**config.mk**
```make
export PLATFORM = sky130hd
export DESIGN_NAME = pipe_flow_ctrl
export DESIGN_NICKNAME = d
export VERILOG_FILES = /design/src/rtl/pipe_flow_ctrl.sv
export SDC_FILE = /design/constraint.sdc
export NUM_CORES = 1
export LEC_CHECK = 0
export ABC_AREA = 1
export ABC_CLOCK_PERIOD_IN_PS = 1600
export CAP_MARGIN = 20
export CORE_MARGIN = 5
export CORE_UTILIZATION = 46
export CTS_CLUSTER_DIAMETER = 80
export DETAILED_ROUTE_END_ITERATION = 8
export PLACE_DENSITY = 0.86
export RECOVER_POWER = 100
export SYNTH_ARGS = -nofsm -noshare
export SYNTH_HDL_FRONTEND = slang
export SYNTH_SLANG_ARGS = --single-unit
```
**constraint.sdc**
```tcl
create_clock -name clk -period 1.6 [get_ports clk]
set_input_delay 0.24 -clock clk [delete_from_list [all_inputs] [get_ports clk]]
set_output_delay 0.24 -clock clk [all_outputs]
set_load 0.02 [all_outputs]
```
**src/rtl/pipe_flow_ctrl.sv**
```systemverilog
// -----------------------------------------------------------------------------
// pipe_flow_ctrl
//
// Flow controller for a five-stage pipeline (FETCH, DE, EXE, ACC, WB).
// It takes load-use stall and branch redirect requests from the hazard manager
// and the ready flags of both memories. From these it produces:
//   - per-stage register enables
//   - a bubble into DE->EXE
//   - a squash of FETCH->DE and DE->EXE when a redirect is applied
// A redirect that arrives while a data access is outstanding is held as
// pending and applied on release. A watchdog flags data waits that run too
// long. Two saturating performance counters record stalled and redirected
// cycles.
//
// Parameters
//   NOP_INSTR  bubble instruction. The datapath loads it on de_bubble and the
//              flushes. It is kept here so the pipeline has one source for it.
//   MAX_WAIT   number of dmem wait cycles tolerated before timeout_err is set
//   CNT_W      width of the performance counters
//
// Ports
//   clk, rst                 clock (rising edge), synchronous active-high reset
//   stall_req                load-use stall request
//   redirect_req/_pc         taken branch/jump resolved in EXE, and its target
//   imem_ready, dmem_ready   memory ready flags
//   pc_en .. wb_en           pipeline register enables
//   de_bubble                load NOP into DE->EXE instead of DE contents
//   flush_fd, flush_de       squash FETCH->DE / DE->EXE
//   pc_sel, pc_target        redirect the PC to pc_target
//   timeout_err              sticky dmem watchdog flag
//   stall_cycles             saturating count of cycles with pc_en=0
//   flush_count              saturating count of applied redirects
// -----------------------------------------------------------------------------
module pipe_flow_ctrl #(
  parameter logic [31:0] NOP_INSTR = 32'h0000_0013,
  parameter int          MAX_WAIT  = 255,
  parameter int          CNT_W     = 32
) (
  input  logic             clk,
  input  logic             rst,
  input  logic             stall_req,
  input  logic             redirect_req,
  input  logic [31:0]      redirect_pc,
  input  logic             imem_ready,
  input  logic             dmem_ready,
  output logic             pc_en,
  output logic             fd_en,
  output logic             de_en,
  output logic             ex_en,
  output logic             acc_en,
  output logic             wb_en,
  output logic             de_bubble,
  output logic             flush_fd,
  output logic             flush_de,
  output logic             pc_sel,
  output logic [31:0]      pc_target,
  output logic             timeout_err,
  output logic [CNT_W-1:0] stall_cycles,
  output logic [CNT_W-1:0] flush_count
);

  // One spare bit above the 16-bit MAX_WAIT range, so "count > MAX_WAIT" is
  // still reachable when MAX_WAIT = 65535.
  localparam int WAIT_W = 17;

  typedef enum logic [1:0] {
    ST_RUN,
    ST_LOAD_STALL,
    ST_MEM_WAIT
  } state_t;

  state_t            r_state;
  state_t            w_state_nxt;
  logic              r_pend_vld;
  logic [31:0]       r_pend_pc;
  logic [WAIT_W-1:0] r_wait_cnt;
  logic [WAIT_W-1:0] w_wait_nxt;
  logic              w_flush_apply;

  // State register.
  always_ff @(posedge clk) begin
    // NOTE: state elements take non-blocking assignments so that every flop
    // samples pre-edge values, independent of the order of the processes.
    if (rst) r_state <= ST_RUN;
    else     r_state <= w_state_nxt;
  end

  // Next-state logic. LOAD_STALL differs from RUN in one way only: it ignores
  // stall_req. Forwarding resolves the load-use case by that cycle.
  always_comb begin
    w_state_nxt = r_state;
    case (r_state)
      ST_RUN, ST_LOAD_STALL: begin
        if (!dmem_ready)                      w_state_nxt = ST_MEM_WAIT;
        else if (redirect_req)                w_state_nxt = ST_RUN;
        else if (stall_req && r_state == ST_RUN) w_state_nxt = ST_LOAD_STALL;
        else                                  w_state_nxt = ST_RUN;
      end
      ST_MEM_WAIT: if (dmem_ready) w_state_nxt = ST_RUN;
      default:     w_state_nxt = ST_RUN;
    endcase
  end

  // Output logic. The default is full flow with nothing flushed.
  always_comb begin
    // NOTE: every output gets a default before any branch, so that no path
    // leaves a signal unassigned and infers a latch.
    pc_en         = 1'b1;
    fd_en         = 1'b1;
    de_en         = 1'b1;
    ex_en         = 1'b1;
    acc_en        = 1'b1;
    wb_en         = 1'b1;
    de_bubble     = 1'b0;
    flush_fd      = 1'b0;
    flush_de      = 1'b0;
    pc_sel        = 1'b0;
    pc_target     = '0;
    w_flush_apply = 1'b0;
    if (rst) begin
      pc_en = 1'b0;
    end else if (!dmem_ready) begin
      // The data access is still outstanding, so the whole pipeline freezes.
      // This holds in every state.
      {pc_en, fd_en, de_en, ex_en, acc_en, wb_en} = '0;
    end else begin
      case (r_state)
        ST_RUN, ST_LOAD_STALL: begin
          if (redirect_req) begin
            // Any stall_req in this cycle is dropped: its consumer is squashed.
            pc_sel        = 1'b1;
            pc_target     = redirect_pc;
            flush_fd      = 1'b1;
            flush_de      = 1'b1;
            w_flush_apply = 1'b1;
          end else if (stall_req && r_state == ST_RUN) begin
            pc_en     = 1'b0;
            fd_en     = 1'b0;
            de_bubble = 1'b1;
          end else if (!imem_ready) begin
            pc_en    = 1'b0;
            fd_en    = 1'b0;
            flush_fd = 1'b1;
          end
        end
        ST_MEM_WAIT: begin
          // Release cycle. A redirect resolved in this same cycle is the
          // newest one, so it takes precedence over the pending one.
          if (redirect_req || r_pend_vld) begin
            pc_sel        = 1'b1;
            pc_target     = redirect_req ? redirect_pc : r_pend_pc;
            flush_fd      = 1'b1;
            flush_de      = 1'b1;
            w_flush_apply = 1'b1;
          end
        end
        default: ;
      endcase
    end
  end

  // Pending redirect. It is captured whenever a redirect coincides with a
  // dmem wait, and a newer one overwrites it. It is consumed on release.
  always_ff @(posedge clk) begin
    if (rst) begin
      r_pend_vld <= 1'b0;
      r_pend_pc  <= '0;
    end else if (!dmem_ready && redirect_req) begin
      r_pend_vld <= 1'b1;
      r_pend_pc  <= redirect_pc;
    end else if (r_state == ST_MEM_WAIT && dmem_ready) begin
      r_pend_vld <= 1'b0;
    end
  end

  // Watchdog. It counts consecutive dmem_ready=0 cycles, saturating at
  // all-ones so it cannot wrap back under MAX_WAIT.
  assign w_wait_nxt = (r_wait_cnt == '1) ? r_wait_cnt : r_wait_cnt + 1'b1;

  always_ff @(posedge clk) begin
    if (rst) begin
      r_wait_cnt  <= '0;
      timeout_err <= 1'b0;
    end else if (!dmem_ready) begin
      r_wait_cnt <= w_wait_nxt;
      if (w_wait_nxt > WAIT_W'(MAX_WAIT)) timeout_err <= 1'b1;
    end else begin
      r_wait_cnt <= '0;
    end
  end

  // Performance counters. Both saturate at all-ones. The reset cycle is not
  // counted as a stall.
  always_ff @(posedge clk) begin
    if (rst) begin
      stall_cycles <= '0;
      flush_count  <= '0;
    end else begin
      if (!pc_en && stall_cycles != '1) stall_cycles <= stall_cycles + 1'b1;
      if (w_flush_apply && flush_count != '1) flush_count <= flush_count + 1'b1;
    end
  end

endmodule

```
### Word-level counts from Yosys, hierarchy flattened

Index checks and enable logic that the tools add are counted.

| word-level totals | value |
|---|---|
| output and inout port bits | 107 |
| logic and storage cells | 70 |
| input port bits | 38 |
| latch bits | 0 |
| memories kept | 0 |
| memory bits (read-only) | 0 |
| register bits | 117 |
| RAM bits | 0 |

| cells by class | value |
|---|---|
| muxes and demuxes | 39 |
| magnitude comparators | 1 |
| multiply operators | 0 |
| bitwise logic cells | 1 |
| $add $sub $neg | 3 |
| shift operators | 0 |
| div/mod/pow operators | 0 |
| equal/unequal tests | 6 |
| reduce and logical (&&, ||, !) cells | 13 |

Operator list:

| kind | count |
|---|---|
| 2-to-1 mux 32 bit | 5 |
| adder 32 x 1 -> 32 bit, second input constant | 2 |
| inequality test 32 bit, second input constant | 2 |
| case mux 32 bit (2 select lines) | 1 |
| 2-to-1 mux 1 bit | 27 |
| adder 17 x 1 -> 17 bit, second input constant | 1 |
| equality test 17 bit, second input constant | 1 |
| > comparator 17 x 8 -> 1 bit, second input constant | 1 |
| 2-to-1 mux 17 bit | 1 |
| logical AND 1 bit | 5 |
| 2-to-1 mux 2 bit | 2 |
| case mux 1 bit (2 select lines) | 2 |
| case mux 2 bit (2 select lines) | 1 |
| OR reduction 2 bit | 2 |
| equality test 2 x 1 -> 1 bit, second input constant | 1 |
| equality test 2 bit, second input constant | 1 |
| zero test 1 bit | 2 |
| zero test 2 bit | 1 |
| inequality test 2 bit, second input constant | 1 |
| AND reduction 2 bit | 1 |
| nonzero test 2 bit | 1 |
| logical OR 1 bit | 1 |
| inverter 1 bit | 1 |

### Longest topological paths before layout

| logic depth | value |
|---|---|
| word-level depth | 9 |
| gate-level depth with buffers | 13 |
| mapped depth without buffers | 13 |

### Least setup slack after synthesis

Ideal clock, no wire load.

| timing path | value |
|---|---|
| kind | reg-to-reg |
| from | register stall_cycles[1] |
| to | register stall_cycles[20] |
| buffers on the path | 1 |
| path slack | -272 ps |
| data arrival time | 1743 ps |
| stages on the path, launching flop included | 12 |
| setup time | 129 ps |
| period minus slack after synthesis | 1872 ps |
| data required time | 1471 ps |
| cells stage by stage | dfxtp_1 ha_1 nand2_1 nor2_2 nand2_1 nor2_2 nand4_1 nand2_2 inv_2 buf_6 a21oi_1 nor3_2 |

| on the way | value |
|---|---|
| longest elaborated chain between the ends | 2 |
| elaborated cells on any way between the ends | 3 |
| classes of those cells | add/sub (1); eq/ne (1); reduce/logical (1) |

RTL lines:

| item | RTL line | text |
|---|---|---|
| start, declared | 58 | `output logic [CNT_W-1:0] stall_cycles,` |
| start signal, assigned | 199 | `if (!pc_en && stall_cycles != '1) stall_cycles <= stall_cycles + 1'b1;` |
| branches (longest 2 deep; another with adder 32 x 1 -> 32 bit) | -- |  |

Parallel ways; which one is timed is not known.
A chain may end at the register's enable or synchronous reset.

### Final worst setup path

| timing path | value |
|---|---|
| from | register stall_cycles[18] |
| to | register stall_cycles[4] |

| on the way | value |
|---|---|
| longest elaborated chain between the ends | 2 |

RTL lines:

| item | RTL line |
|---|---|
| inequality test 32 bit | 199 |
| logical AND 1 bit | 199 |

No other way between the ends.

==> flow_summary.toml <==
[job]
cap_violations = 0

[drt]
ant_nets = 0
drtPass1Iterations = 7
initialDrtViolationCount = 982
wl_um = 29400
vias = 8966
wl_per_cell_um = 18.9
viasPerCell = 5.77
drc_errors = 0

[setup_path]
cp-start-kind = "flip-flop"
required_ns = 1.93
cp_max_fo = 8
crit_type = "flip-flop to flip-flop"
endpoint_kind = "flip-flop"
cp.arrival_ns = 2.39

[logic_synthesis]
syn_area_um2 = 6600
synth-seq-cells = 117
muxShareOfSynthArea_pct = 0
seq_area_frac_synth_pct = 35.5
yosys.area_share.xor_xnor_pct = 6.23
synth.avg_cell_area_um2 = 6.41
synth_compound_area_share_pct = 11.6
synth_top_family_by_area = "simple AND/OR/NAND/NOR gates"
synthAdderAreaFrac_pct = 0.569
synth_warnings = 0
syn-num-nets = 1071
synthCells = 1030
synth_cell_types = 32
synthSimpleGateAreaFrac_pct = 37.7

[sta]
relSlewSlack_pct = 53.4
setup_viol = 105
min_period_over_period_pct = 129
hold_viol = 0
setup_tns_ns = -22.98
hold_slack_ns = 0.287
rsz0062_at_grt = "yes"
fin_ws_ns = -0.467
max_freq_ghz = 0.484
clock_skew_ns = 0.0138
maxSlewViolCount = 0
fin_crit_ns = 2.07
tightestPinTransition_ns = 0.696

[cts]
clk_path_buf_depth = 2
cts_root_buf = "clkbuf_16"
cts_sinks = 117
worstSkewPairLatency_ns = 0.42
path_clk_slew_ns = 0.06
ctsHoldBuffers = 0
cts_inserted_buffers = 17
htreeDepth = 4
cts_tree = "built"

[floorplanning]
die_h_um = 130
start_util_pct = 47.2
num_rows = 43
core_um2 = 14000
die_w_um = 130
dieArea_um2 = 16800
ios = 145

[grt]
antenna_found_initial = 1
grtUsageTotal_pct = 28.9
grt_overflow = 0
grt_pass1_wl_um = 39500
grt_start_max_net_pins = 48
grt_pass1_vias = 8257

[outcome]
status = "finished with violations"
violations = "setup timing"

[power]
p_leak_uw = 0.00525
p_per_area_nw_per_um2 = 702
ir_worst_vdd_v = 0.000739

[final_layout]
drive_gt1_share_pct = 40.4
nFillCells = 797
fin_util_pct = 82.9
syn2layout_area_growth_pct = 75.6
nets = 1402
final_cell_area_um2 = 11600

[placed_design]
dp_slack_ns = -0.811
hpwl_um = 15900
placed_cell_area_um2 = 9500
port_buffers = 144
place.gp.congestion = 0.915

[min_path]
hold_class = "primary input to flip-flop"
power by group:
group	switching (uW)	internal (uW)	total [uW]
clock	1450	2640	4090
combinational	564	456	1020
sequential	52.5	2980	3030
total	2070	6080	8140
what timing repair did:
item                       in CTS  in global routing
cloned                          4                  4
gates resized for setup       366                250
setup buffers                  16                 20
pin swaps                      22                 55
setup endpoints to repair     184                116
kinds of logic after synthesis:
kind of cell               Yosys count
AOI/OAI and AO/OA                  152
xor gates and xnor gates            47
adders and majority gates            3
buffers and inverters              130
DFF                                117
and+or+nand+nor                    581
stage by stage:
stage | std cells | power, uW
finish | 1555 | 8140
global placement | 1484 | 3840
CTS | 1535 | 7950
global route | 1555 | 8350
detailed placement | 1484 | 3860
floorplan | 1030 | 3450
metal layers:
| metal | global-route usage [%] | wire length [um] |
|---|---|---|
| met1 | 34.6 | 10800 |
| met5 | 0 | 0 |
| met2 | 49.1 | 14100 |
| met3 | 5.40 | 2560 |
| met4 | 15.7 | 1980 |
worst max-delay path, stage by stage, from the launching register on:
cell and delay (ns):
dfxtp_1 0.46, nand2_1 0.24, nor2_2 0.24, nand4_1 0.25, nand2_8 0.20, clkinv_8 0.12, buf_12 0.17, nand3_1 0.07
nand2_1 0.05, a21oi_1 0.18
worst paths after layout:
| kind | start | slack (ns) | endpoint | depth (start not counted) |
|---|---|---|---|---|
| worst min-delay path | rst | 0.29 | flush_count[21] | 3 |
| worst max register to register | stall_cycles[18] | -0.47 | stall_cycles[4] | 9 |
| worst max-delay path | stall_cycles[18] | -0.47 | stall_cycles[4] | 9 |
| worst min register to register | timeout_err | 0.45 | timeout_err | 2 |
cells in the mapped netlist:
cell / count / share of area (%)
xnor2_1: 19 / 2.5
inv_2: 8 / 0.45
nor4_4: 1 / 0.32
a31oi_1: 3 / 0.28
nor4_1: 9 / 0.85
buf_1: 1 / 0.057
a21oi_1: 101 / 7.7
buf_2: 8 / 0.61
nand4_1: 17 / 1.6
nand3_2: 3 / 0.45
dfxtp_1: 117 / 35
nand2_2: 3 / 0.28
nand3_1: 42 / 3.2
nor3_1: 28 / 2.1
o21ai_1: 3 / 0.23
nor2_1: 144 / 8.2
nor2_2: 6 / 0.57
nand4_2: 1 / 0.19
nor3b_1: 1 / 0.11
nand3b_1: 4 / 0.45
ha_1: 3 / 0.57
buf_6: 1 / 0.17
clkbuf_1: 22 / 1.3
xor2_1: 28 / 3.7
nor3_4: 3 / 0.74
nand2_1: 313 / 18
nor3_2: 4 / 0.61
inv_1: 77 / 4.4
buf_4: 13 / 1.5
or2_2: 1 / 0.095
o21ai_0: 45 / 3.4
nand2_4: 1 / 0.17
registers in the layout, summed over array words and instances, names as in the netlist:
signal / flops
timeout_err: 1
r_pend_pc: 32
flush_count: 32
r_wait_cnt: 17
r_state: 2
stall_cycles: 32
r_pend_vld: 1
area by class of cell:
class / instances / area [um^2] / area share [%]
antenna: 1 / 2.50 / 0.0216
clock buffer: 19 / 443 / 3.82
clock inverter: 13 / 180 / 1.55
inverter: 85 / 342 / 2.95
multi-input combinational: 784 / 4840 / 41.7
sequential: 117 / 2410 / 20.8
tap: 180 / 225 / 1.94
timing repair buffer: 356 / 3160 / 27.2
placed cells by master, fill, tap and decap left out, types with 17 or more instances in the layout:
cell type	count
nand2_1	258
buf_4	203
nor2_1	119
dfxtp_1	77
dlygate4sd2_1	71
inv_1	66
a21oi_2	48
a21oi_1	43
nand2_4	34
o21ai_0	34
clkdlybuf4s50_1	34
buf_6	33
dfxtp_2	32
nand3_1	30
nand2_2	24
xor2_1	24
clkbuf_16	20
nor3_2	17
nand4_1	17
No activity file was read; power rests on OpenSTA's default activity.
